==> config.mk <==
export PLATFORM = sky130hd
export DESIGN_NAME = dmem_arbiter_flat
export DESIGN_NICKNAME = d
export VERILOG_FILES = /design/src/rtl/dmem_arbiter_if.sv /design/src/rtl/dmem_arbiter.sv /design/src/flat_wrapper.sv
export SDC_FILE = /design/constraint.sdc
export NUM_CORES = 1
export LEC_CHECK = 0
export CORE_MARGIN = 2
export CORE_UTILIZATION = 32
export DETAILED_ROUTE_END_ITERATION = 7
export PLACE_DENSITY_LB_ADDON = 0.25
export SYNTH_ARGS = -nofsm -noshare
export SYNTH_HDL_FRONTEND = slang
export SYNTH_SLANG_ARGS = --single-unit
==> constraint.sdc <==
create_clock -name clk -period 1.7 [get_ports clk]
set_input_delay 0.425 -clock clk [delete_from_list [all_inputs] [get_ports clk]]
set_output_delay 0.425 -clock clk [all_outputs]
set_load 0.01 [all_outputs]
==> src/rtl/dmem_arbiter_if.sv <==
// Requester-side bus of the data memory arbiter: one instance per requester (cpu, dbg).
//   master : requester view (drives req/we/addr/wdata, receives gnt/rvalid/rdata)
//   slave  : arbiter view
//   req    : access request, held with its fields until gnt
//   we     : 1 = store, 0 = load
//   addr   : word address
//   wdata  : store data
//   gnt    : one-cycle pulse, access issued to memory this cycle
//   rvalid : one-cycle pulse, rdata valid
//   rdata  : load data, held until the next load by this requester
interface dmem_arbiter_if #(
    parameter int unsigned ADDR_W = 8,
    parameter int unsigned DATA_W = 16
);
    logic              req;
    logic              we;
    logic [ADDR_W-1:0] addr;
    logic [DATA_W-1:0] wdata;
    logic              gnt;
    logic              rvalid;
    logic [DATA_W-1:0] rdata;

    modport master (
        output req, we, addr, wdata,
        input  gnt, rvalid, rdata
    );

    modport slave (
        input  req, we, addr, wdata,
        output gnt, rvalid, rdata
    );
endinterface

==> src/rtl/dmem_arbiter.sv <==
// Two-requester round-robin arbiter and sequencer for the single-port data memory.
// One access outstanding at a time; writes complete at the grant edge, reads wait
// MEM_LAT cycles and return data to the requester that owned the grant.
//   clk, rst_n  : clock (rising edge), asynchronous active-low reset
//   cpu, dbg    : requester buses (dmem_arbiter_if.slave)
//   mem_en      : memory access strobe
//   mem_we      : memory write enable, meaningful with mem_en
//   mem_addr    : memory address (cpu fields when idle)
//   mem_wdata   : memory write data (cpu fields when idle)
//   mem_rdata   : memory read data, valid MEM_LAT cycles after mem_en
//   busy        : high while a read is outstanding
module dmem_arbiter #(
    parameter int unsigned ADDR_W  = 8,
    parameter int unsigned DATA_W  = 16,
    parameter int unsigned MEM_LAT = 1
) (
    input  logic              clk,
    input  logic              rst_n,
    dmem_arbiter_if.slave     cpu,
    dmem_arbiter_if.slave     dbg,
    output logic              mem_en,
    output logic              mem_we,
    output logic [ADDR_W-1:0] mem_addr,
    output logic [DATA_W-1:0] mem_wdata,
    input  logic [DATA_W-1:0] mem_rdata,
    output logic              busy
);

    localparam int unsigned CNT_W = 3;

    typedef enum logic {
        S_IDLE = 1'b0,
        S_WAIT = 1'b1
    } state_t;

    state_t            r_state;
    logic              r_prio;      // 0 = cpu has priority, 1 = dbg
    logic              r_owner;     // 0 = cpu owns the outstanding read, 1 = dbg
    logic [CNT_W-1:0]  r_cnt;
    logic              r_cpu_rvalid;
    logic              r_dbg_rvalid;
    logic [DATA_W-1:0] r_cpu_rdata;
    logic [DATA_W-1:0] r_dbg_rdata;

    logic w_idle;
    logic w_cpu_win;
    logic w_dbg_win;
    logic w_grant;
    logic w_we;

    // Arbitration; rst_n gates grants so nothing issues while reset is held.
    always_comb begin
        w_idle    = rst_n && (r_state == S_IDLE);
        w_cpu_win = w_idle && cpu.req && (!dbg.req || !r_prio);
        w_dbg_win = w_idle && dbg.req && (!cpu.req ||  r_prio);
        w_grant   = w_cpu_win || w_dbg_win;
        w_we      = w_dbg_win ? dbg.we : (w_cpu_win && cpu.we);
    end

    // Memory-side mux; cpu fields drive the bus when nobody wins.
    always_comb begin
        mem_en    = w_grant;
        mem_we    = w_we;
        mem_addr  = w_dbg_win ? dbg.addr  : cpu.addr;
        mem_wdata = w_dbg_win ? dbg.wdata : cpu.wdata;
    end

    assign busy       = (r_state == S_WAIT);
    assign cpu.gnt    = w_cpu_win;
    assign dbg.gnt    = w_dbg_win;
    assign cpu.rvalid = r_cpu_rvalid;
    assign dbg.rvalid = r_dbg_rvalid;
    assign cpu.rdata  = r_cpu_rdata;
    assign dbg.rdata  = r_dbg_rdata;

    // Sequencer: counter holds remaining wait cycles; capture when it reaches 1.
    always_ff @(posedge clk or negedge rst_n) begin
        if (!rst_n) begin
            r_state      <= S_IDLE;
            r_prio       <= 1'b0;
            r_owner      <= 1'b0;
            r_cnt        <= '0;
            r_cpu_rvalid <= 1'b0;
            r_dbg_rvalid <= 1'b0;
            r_cpu_rdata  <= '0;
            r_dbg_rdata  <= '0;
        end else begin
            r_cpu_rvalid <= 1'b0;
            r_dbg_rvalid <= 1'b0;
            case (r_state)
                S_IDLE: begin
                    if (w_grant) begin
                        // Priority passes to the requester that did not win.
                        r_prio <= w_cpu_win;
                        if (!w_we) begin
                            r_owner <= w_dbg_win;
                            r_cnt   <= CNT_W'(MEM_LAT);
                            r_state <= S_WAIT;
                        end
                    end
                end
                S_WAIT: begin
                    if (r_cnt == CNT_W'(1)) begin
                        r_cnt   <= '0;
                        r_state <= S_IDLE;
                        if (r_owner) begin
                            r_dbg_rdata  <= mem_rdata;
                            r_dbg_rvalid <= 1'b1;
                        end else begin
                            r_cpu_rdata  <= mem_rdata;
                            r_cpu_rvalid <= 1'b1;
                        end
                    end else begin
                        r_cnt <= r_cnt - CNT_W'(1);
                    end
                end
                default: r_state <= S_IDLE;
            endcase
        end
    end

endmodule

==> src/flat_wrapper.sv <==
// flat-port wrapper written by rule: the top's interface ports become plain ports
module dmem_arbiter_flat 
#(
    parameter int unsigned ADDR_W  = 8,
    parameter int unsigned DATA_W  = 16,
    parameter int unsigned MEM_LAT = 1
)
  (clk, rst_n, mem_en, mem_we, mem_addr, mem_wdata, mem_rdata, busy, cpu_req, cpu_we, cpu_addr, cpu_wdata, cpu_gnt, cpu_rvalid, cpu_rdata, dbg_req, dbg_we, dbg_addr, dbg_wdata, dbg_gnt, dbg_rvalid, dbg_rdata);
  dmem_arbiter_if #(.ADDR_W(ADDR_W), .DATA_W(DATA_W)) cpu_i ();
  dmem_arbiter_if #(.ADDR_W(ADDR_W), .DATA_W(DATA_W)) dbg_i ();
  input  logic clk;
  input  logic rst_n;
  output logic mem_en;
  output logic mem_we;
  output logic [ADDR_W-1:0] mem_addr;
  output logic [DATA_W-1:0] mem_wdata;
  input  logic [DATA_W-1:0] mem_rdata;
  output logic busy;
  input wire logic [$bits(cpu_i.req)-1:0] cpu_req;
  input wire logic [$bits(cpu_i.we)-1:0] cpu_we;
  input wire logic [$bits(cpu_i.addr)-1:0] cpu_addr;
  input wire logic [$bits(cpu_i.wdata)-1:0] cpu_wdata;
  output wire logic [$bits(cpu_i.gnt)-1:0] cpu_gnt;
  output wire logic [$bits(cpu_i.rvalid)-1:0] cpu_rvalid;
  output wire logic [$bits(cpu_i.rdata)-1:0] cpu_rdata;
  input wire logic [$bits(dbg_i.req)-1:0] dbg_req;
  input wire logic [$bits(dbg_i.we)-1:0] dbg_we;
  input wire logic [$bits(dbg_i.addr)-1:0] dbg_addr;
  input wire logic [$bits(dbg_i.wdata)-1:0] dbg_wdata;
  output wire logic [$bits(dbg_i.gnt)-1:0] dbg_gnt;
  output wire logic [$bits(dbg_i.rvalid)-1:0] dbg_rvalid;
  output wire logic [$bits(dbg_i.rdata)-1:0] dbg_rdata;
  assign cpu_i.req = cpu_req;
  assign cpu_i.we = cpu_we;
  assign cpu_i.addr = cpu_addr;
  assign cpu_i.wdata = cpu_wdata;
  assign cpu_gnt = cpu_i.gnt;
  assign cpu_rvalid = cpu_i.rvalid;
  assign cpu_rdata = cpu_i.rdata;
  assign dbg_i.req = dbg_req;
  assign dbg_i.we = dbg_we;
  assign dbg_i.addr = dbg_addr;
  assign dbg_i.wdata = dbg_wdata;
  assign dbg_gnt = dbg_i.gnt;
  assign dbg_rvalid = dbg_i.rvalid;
  assign dbg_rdata = dbg_i.rdata;
  dmem_arbiter #(.ADDR_W(ADDR_W), .DATA_W(DATA_W), .MEM_LAT(MEM_LAT)) u_core (.clk(clk), .rst_n(rst_n), .cpu(cpu_i), .dbg(dbg_i), .mem_en(mem_en), .mem_we(mem_we), .mem_addr(mem_addr), .mem_wdata(mem_wdata), .mem_rdata(mem_rdata), .busy(busy));
endmodule
Yosys cells after proc, flatten, opt, wreduce, memory -nomap -nowiden
Cells that the tools add are included.
{"block": "word_totals", "out_inout_bits": 63, "in_bits": 70, "wordCells": 49, "register_bits": 40}
{"block": "classes", "reduce_logical": 17, "bitwise_logic": 3, "eq_ne": 3, "mux": 17, "addsub": 1}
{"operator": "16-bit two-way mux", "count": 1}
{"operator": "1-bit two-way mux", "count": 10}
{"operator": "3-bit two-way mux", "count": 3}
{"operator": "3-bit AND reduction", "count": 3}
{"operator": "8-bit two-way mux", "count": 1}
{"operator": "1-bit logical AND", "count": 6}
{"operator": "3-bit case mux with 2 select lines", "count": 1}
{"operator": "2-bit != test, second input constant", "count": 2}
{"operator": "2-bit AND reduction", "count": 2}
{"operator": "3-bit by 1-bit == test with 1-bit output, second input constant", "count": 1}
{"operator": "1-bit zero test", "count": 3}
{"operator": "1-bit logical OR", "count": 3}
{"operator": "1-bit NOT", "count": 3}
{"operator": "3-bit by 1-bit subtractor with 3-bit output, second input constant", "count": 1}
{"operator": "1-bit case mux with 2 select lines", "count": 1}

Depth between registers and ports, before layout
Gate-level depths: netlist of run 1.
{"block": "logic_depth", "word_depth": 9, "ltp_mapped": 6, "depth_no_buf": 5}

Least setup slack after synthesis of run 1
OpenSTA, ideal clock, no wires.
{"block": "synth_timing", "kind": "register to output", "start": "register u_core.r_state, in the netlist u_core.busy", "end": "output mem_addr[0]", "setup_slack_ps": -83, "stages_incl_launch_ff": 6, "n_path_buf": 2, "required_time_ps": 1275, "arrival_ps": 1358, "path_cell_list": "dfrtp_1 buf_6 nor2b_4 nand3_2 buf_2 mux2_2"}
{"block": "synth_between", "elab_chain_cells": 5}
{"element": "from (decl)", "line": "dmem_arbiter.sv:36", "source": "state_t r_state;"}
{"element": "from (signal assigned)", "line": "dmem_arbiter.sv:79", "source": "r_state <= S_IDLE;"}
{"element": "from (signal assigned)", "line": "dmem_arbiter.sv:98", "source": "r_state <= S_WAIT;"}
{"element": "from (signal assigned)", "line": "dmem_arbiter.sv:105", "source": "r_state <= S_IDLE;"}
{"element": "1-bit NOT"}
{"element": "1-bit logical AND", "line": "dmem_arbiter.sv:53", "source": "w_idle = rst_n && (r_state == S_IDLE);"}
{"element": "1-bit logical AND (2 in a row)", "line": "dmem_arbiter.sv:55", "source": "w_dbg_win = w_idle && dbg.req && (!cpu.req || r_prio);"}
{"element": "8-bit two-way mux", "line": "dmem_arbiter.sv:64", "source": "mem_addr = w_dbg_win ? dbg.addr : cpu.addr;"}
{"element": "to (decl)", "line": "flat_wrapper.sv:15", "source": "output logic [ADDR_W-1:0] mem_addr;"}
Every way passes these cells.

Worst setup path after layout of run 1
{"block": "layout_timing", "start": "register u_core.r_state, in the netlist u_core.busy", "end": "output mem_addr[3]"}
The elaborated chain is that of the path after synthesis.

==> out/metrics.yaml, run 1 <==
num_rows: 28
min_period_over_period_pct: 123.7
area_delta_synth_final_pct: 88.48
root_buffer: "clkbuf_8"
num_antenna_cells: 0
ctsHoldBuffers: 0
fin_area_um2: 3745
routed_wl_mm: 6.063
fmaxAchievable_mhz: 475.4
synthTopCellsByArea: "dfrtp_1 (50%), mux2_2 (27%), mux2_4 (6.8%)"
tightest_slew_ns: 0.4944
clkSinkCount: 40
finalWorstSetupSlack_ns: -0.4034
dp_hpwl_mm: 4.636
clk_pin_slew_ns: 0.08
track_usage_pct: 17.34
dpl-instance-area_um2: 3510
rsz0062_at_grt: "yes"
grt_overflow: 0
die_height_um: 82.80
total_leakage_power_uw: 0.001643
critPathKind: "reg2out"
top_usage_layer: "met2"
ios: 133
clock_latency_ns: 0.29
vias: 1676
synth-edff-count: 0
via_per_inst: 4.530
synth_top_cell_area_share_pct: 50.38
yosysSeqAreaShare_pct: 50.38
gr-usage-met1_pct: 20.19
violations: "setup timing"
die_area_um2: 6855
drive_gt1_share_pct: 43.05
io_buffers: 132
core_um2: 5956
grt_max_degree: 41
start_util_pct: 33.36
cp.arrival_ns: 1.68
crit_buf_inv: 3
power_density_nw_per_um2: 1420
cts_tree: "done"
setup_viol: 27
syn_area_um2: 1987
ys.flop_type: "dfrtp_1"
hold_viol_final: 0
start_kind: "register"
ff2ff_setup_slack_ns: 0.10
async_reset_ff_share_pct: 100.0
syn_inst: 141
wire_per_inst_um: 16.39
max_stage_delay_ns: 0.41
crit_family: "flip-flops"
die_w_um: 82.80
path_max_fanout: 5
synth_warnings: 0
htree_levels: 2
gr-usage-met2_pct: 30.40
avgSynthCellArea_um2: 14.09
synthTopCellsByCount: "mux2_2 (47), dfrtp_1 (40), mux2_4 (9)"
grt_pass1_wl_mm: 8.845
antenna_found_initial: 0
ant_nets: 0
drcViolationCount: 0
ir_drop_mv: 0.8691
max_cap_viol_count: 0
final_max_slew_viol_count: 0
min_path_type: "in2async"
cp_slowest_cell: "dfrtp_1"
grt_pass1_vias: 1753
cts_made_buffers: 5
drt_first_pass_iters: 4
crit_chain: "nor2b_4 > nand3_4 > buf_12 > buf_16 > mux2_4 > buf_6"
yosys.area.top_type: "dfrtp_1"
fin_util_pct: 62.88
status: "finished with violations"
first_iter_violations: 50
worstPathRequired_ns: 1.27
finClkSkew_ns: 0.01042
cts_max_path_buffers: 2
synth_seq_cells: 40
synth_fp_nets: 213
grt.met3_usage_pct: 6.385
period_minus_slack_ns: 2.103
place.gp.congestion: 0.7593
yosysUniqueCellTypes: 31
nets: 366
yosysMostFrequentCell: "mux2_2"
slew_headroom_pct: 67.04
crit_path_end_kind: "output port"
==> stage by stage <==
stage | hold WS [ns] | TNS (ns) | power [uW] | instances | setup WS [ns]
3_3_place_gp | 0.4871 | -22.67 | 4371 | 357 | -0.8445
2_1_floorplan | 0.1294 | -0.1925 | 2974 | 141 | -0.01507
3_5_place_dp | 0.4943 | -23.63 | 4416 | 357 | -0.8779
6_report | 0.3270 | -8.123 | 5318 | 370 | -0.4034
5_1_grt | 0.3786 | -9.823 | 5668 | 370 | -0.4645
4_1_cts | 0.3422 | -9.126 | 5372 | 369 | -0.3974
==> layout make-up <==
| cell class | count | area, um^2 |
|---|---|---|
| clock buffers | 7 | 96.34 |
| clock inverters | 1 | 30.03 |
| fillers | 490 | 2211 |
| inverters | 6 | 25.02 |
| multi-input cells | 89 | 975.9 |
| flip-flops and latches | 40 | 1001 |
| well taps | 75 | 93.84 |
| repair buffers | 152 | 1523 |
==> cells by family (layout without fill, tap and decap cells) <==
| kind of cell | Yosys count | in the layout | synth area share (%) |
|---|---|---|---|
| AOI/OAI and AO/OA | 10 | 10 | 3.527 |
| adders and majority gates | 2 | 2 | 1.259 |
| buffers and inverters | 12 | 166 | 3.400 |
| DFF | 40 | 40 | 50.38 |
| muxes | 56 | 56 | 33.44 |
| and+or+nand+nor | 21 | 21 | 7.997 |
==> report_power, final <==
part	internal [uW]	total (uW)	leakage (uW)	switching (uW)
Clock	518	825	0.0000645	307
Sequential	1420	1690	0.000475	268
Combinational	1800	2800	0.00110	999
Total	3740	5320	0.00164	1570
==> cells in the final DEF, fill, tap and decap left out, types with 2 or more instances in the layout <==
| cell type | n |
|---|---|
| nand2b_4 | 2 |
| dlygate4sd2_1 | 3 |
| clkdlybuf4s50_1 | 100 |
| inv_2 | 2 |
| dfrtp_1 | 40 |
| buf_16 | 2 |
| buf_12 | 2 |
| buf_4 | 15 |
| buf_6 | 22 |
| nand3_1 | 2 |
| nand2b_1 | 2 |
| nor2_1 | 2 |
| o21ai_0 | 2 |
| inv_1 | 3 |
| o41ai_1 | 2 |
| buf_2 | 8 |
| mux2_4 | 12 |
| clkbuf_8 | 7 |
| mux2_2 | 44 |
==> what timing repair did <==
| item | in CTS | in global routing |
|---|---|---|
| cloned | 2 | 0 |
| endpoints found under the setup margin | 29 | 28 |
| buffers inserted | 5 | 2 |
| hold endpoints to repair | 0 | 0 |
| gates resized for setup | 145 | 4 |
| pin swaps | 2 | 0 |
==> sequential cells by signal, summed over array words and instances (netlist names) <==
register and count:
u_core.r_owner 1, u_core.r_prio 1, u_core.r_cnt 3, u_core.cpu.rvalid 1, u_core.cpu.rdata 16, u_core.dbg.rdata 16
u_core.busy 1, u_core.dbg.rvalid 1
==> worst reg2reg max path, stage by stage (launching register included) <==
cell,delay [ns]
dfrtp_1,0.38
inv_2,0.09
ha_4,0.15
inv_2,0.05
nor4b_4,0.26
buf_4,0.26
mux2_4,0.32
==> final timing paths <==
check	start	endpoint	cells past startpoint
min in group clk	u_core.dbg.rdata[10]	u_core.dbg.rdata[10]	1
worst max-delay path	u_core.busy	mem_addr[3]	6
worst max register to register	u_core.r_cnt[1]	u_core.cpu.rdata[11]	6
max in group asynchronous	rst_n	u_core.dbg.rdata[13]	3
worst min register to register	u_core.dbg.rdata[10]	u_core.dbg.rdata[10]	1
worst min-delay path	rst_n	u_core.cpu.rdata[10]	3
==> metal layers <==
| layer | vias up | part of all wire [%] |
|---|---|---|
| met4 | 0 | 0.20 |
| met1 | 784 | 39 |
| met3 | 2 | 11 |
| met2 | 77 | 50 |
| li1 | 813 | - |
| met5 | - | 0 |
Note: power is estimated with default switching activity, not from simulation.
==> run 2, diff against run 1 <==
--- a/config.mk
+++ b/config.mk
@@ -8,6 +8,7 @@
 export CORE_MARGIN = 2
 export CORE_UTILIZATION = 32
 export DETAILED_ROUTE_END_ITERATION = 7
+export GPL_ROUTABILITY_DRIVEN = 0
 export PLACE_DENSITY_LB_ADDON = 0.25
 export SYNTH_ARGS = -nofsm -noshare
 export SYNTH_HDL_FRONTEND = slang
==> results of run 2 <==
Same layout as run 1: the final DEF is identical, and so are final timing and power.
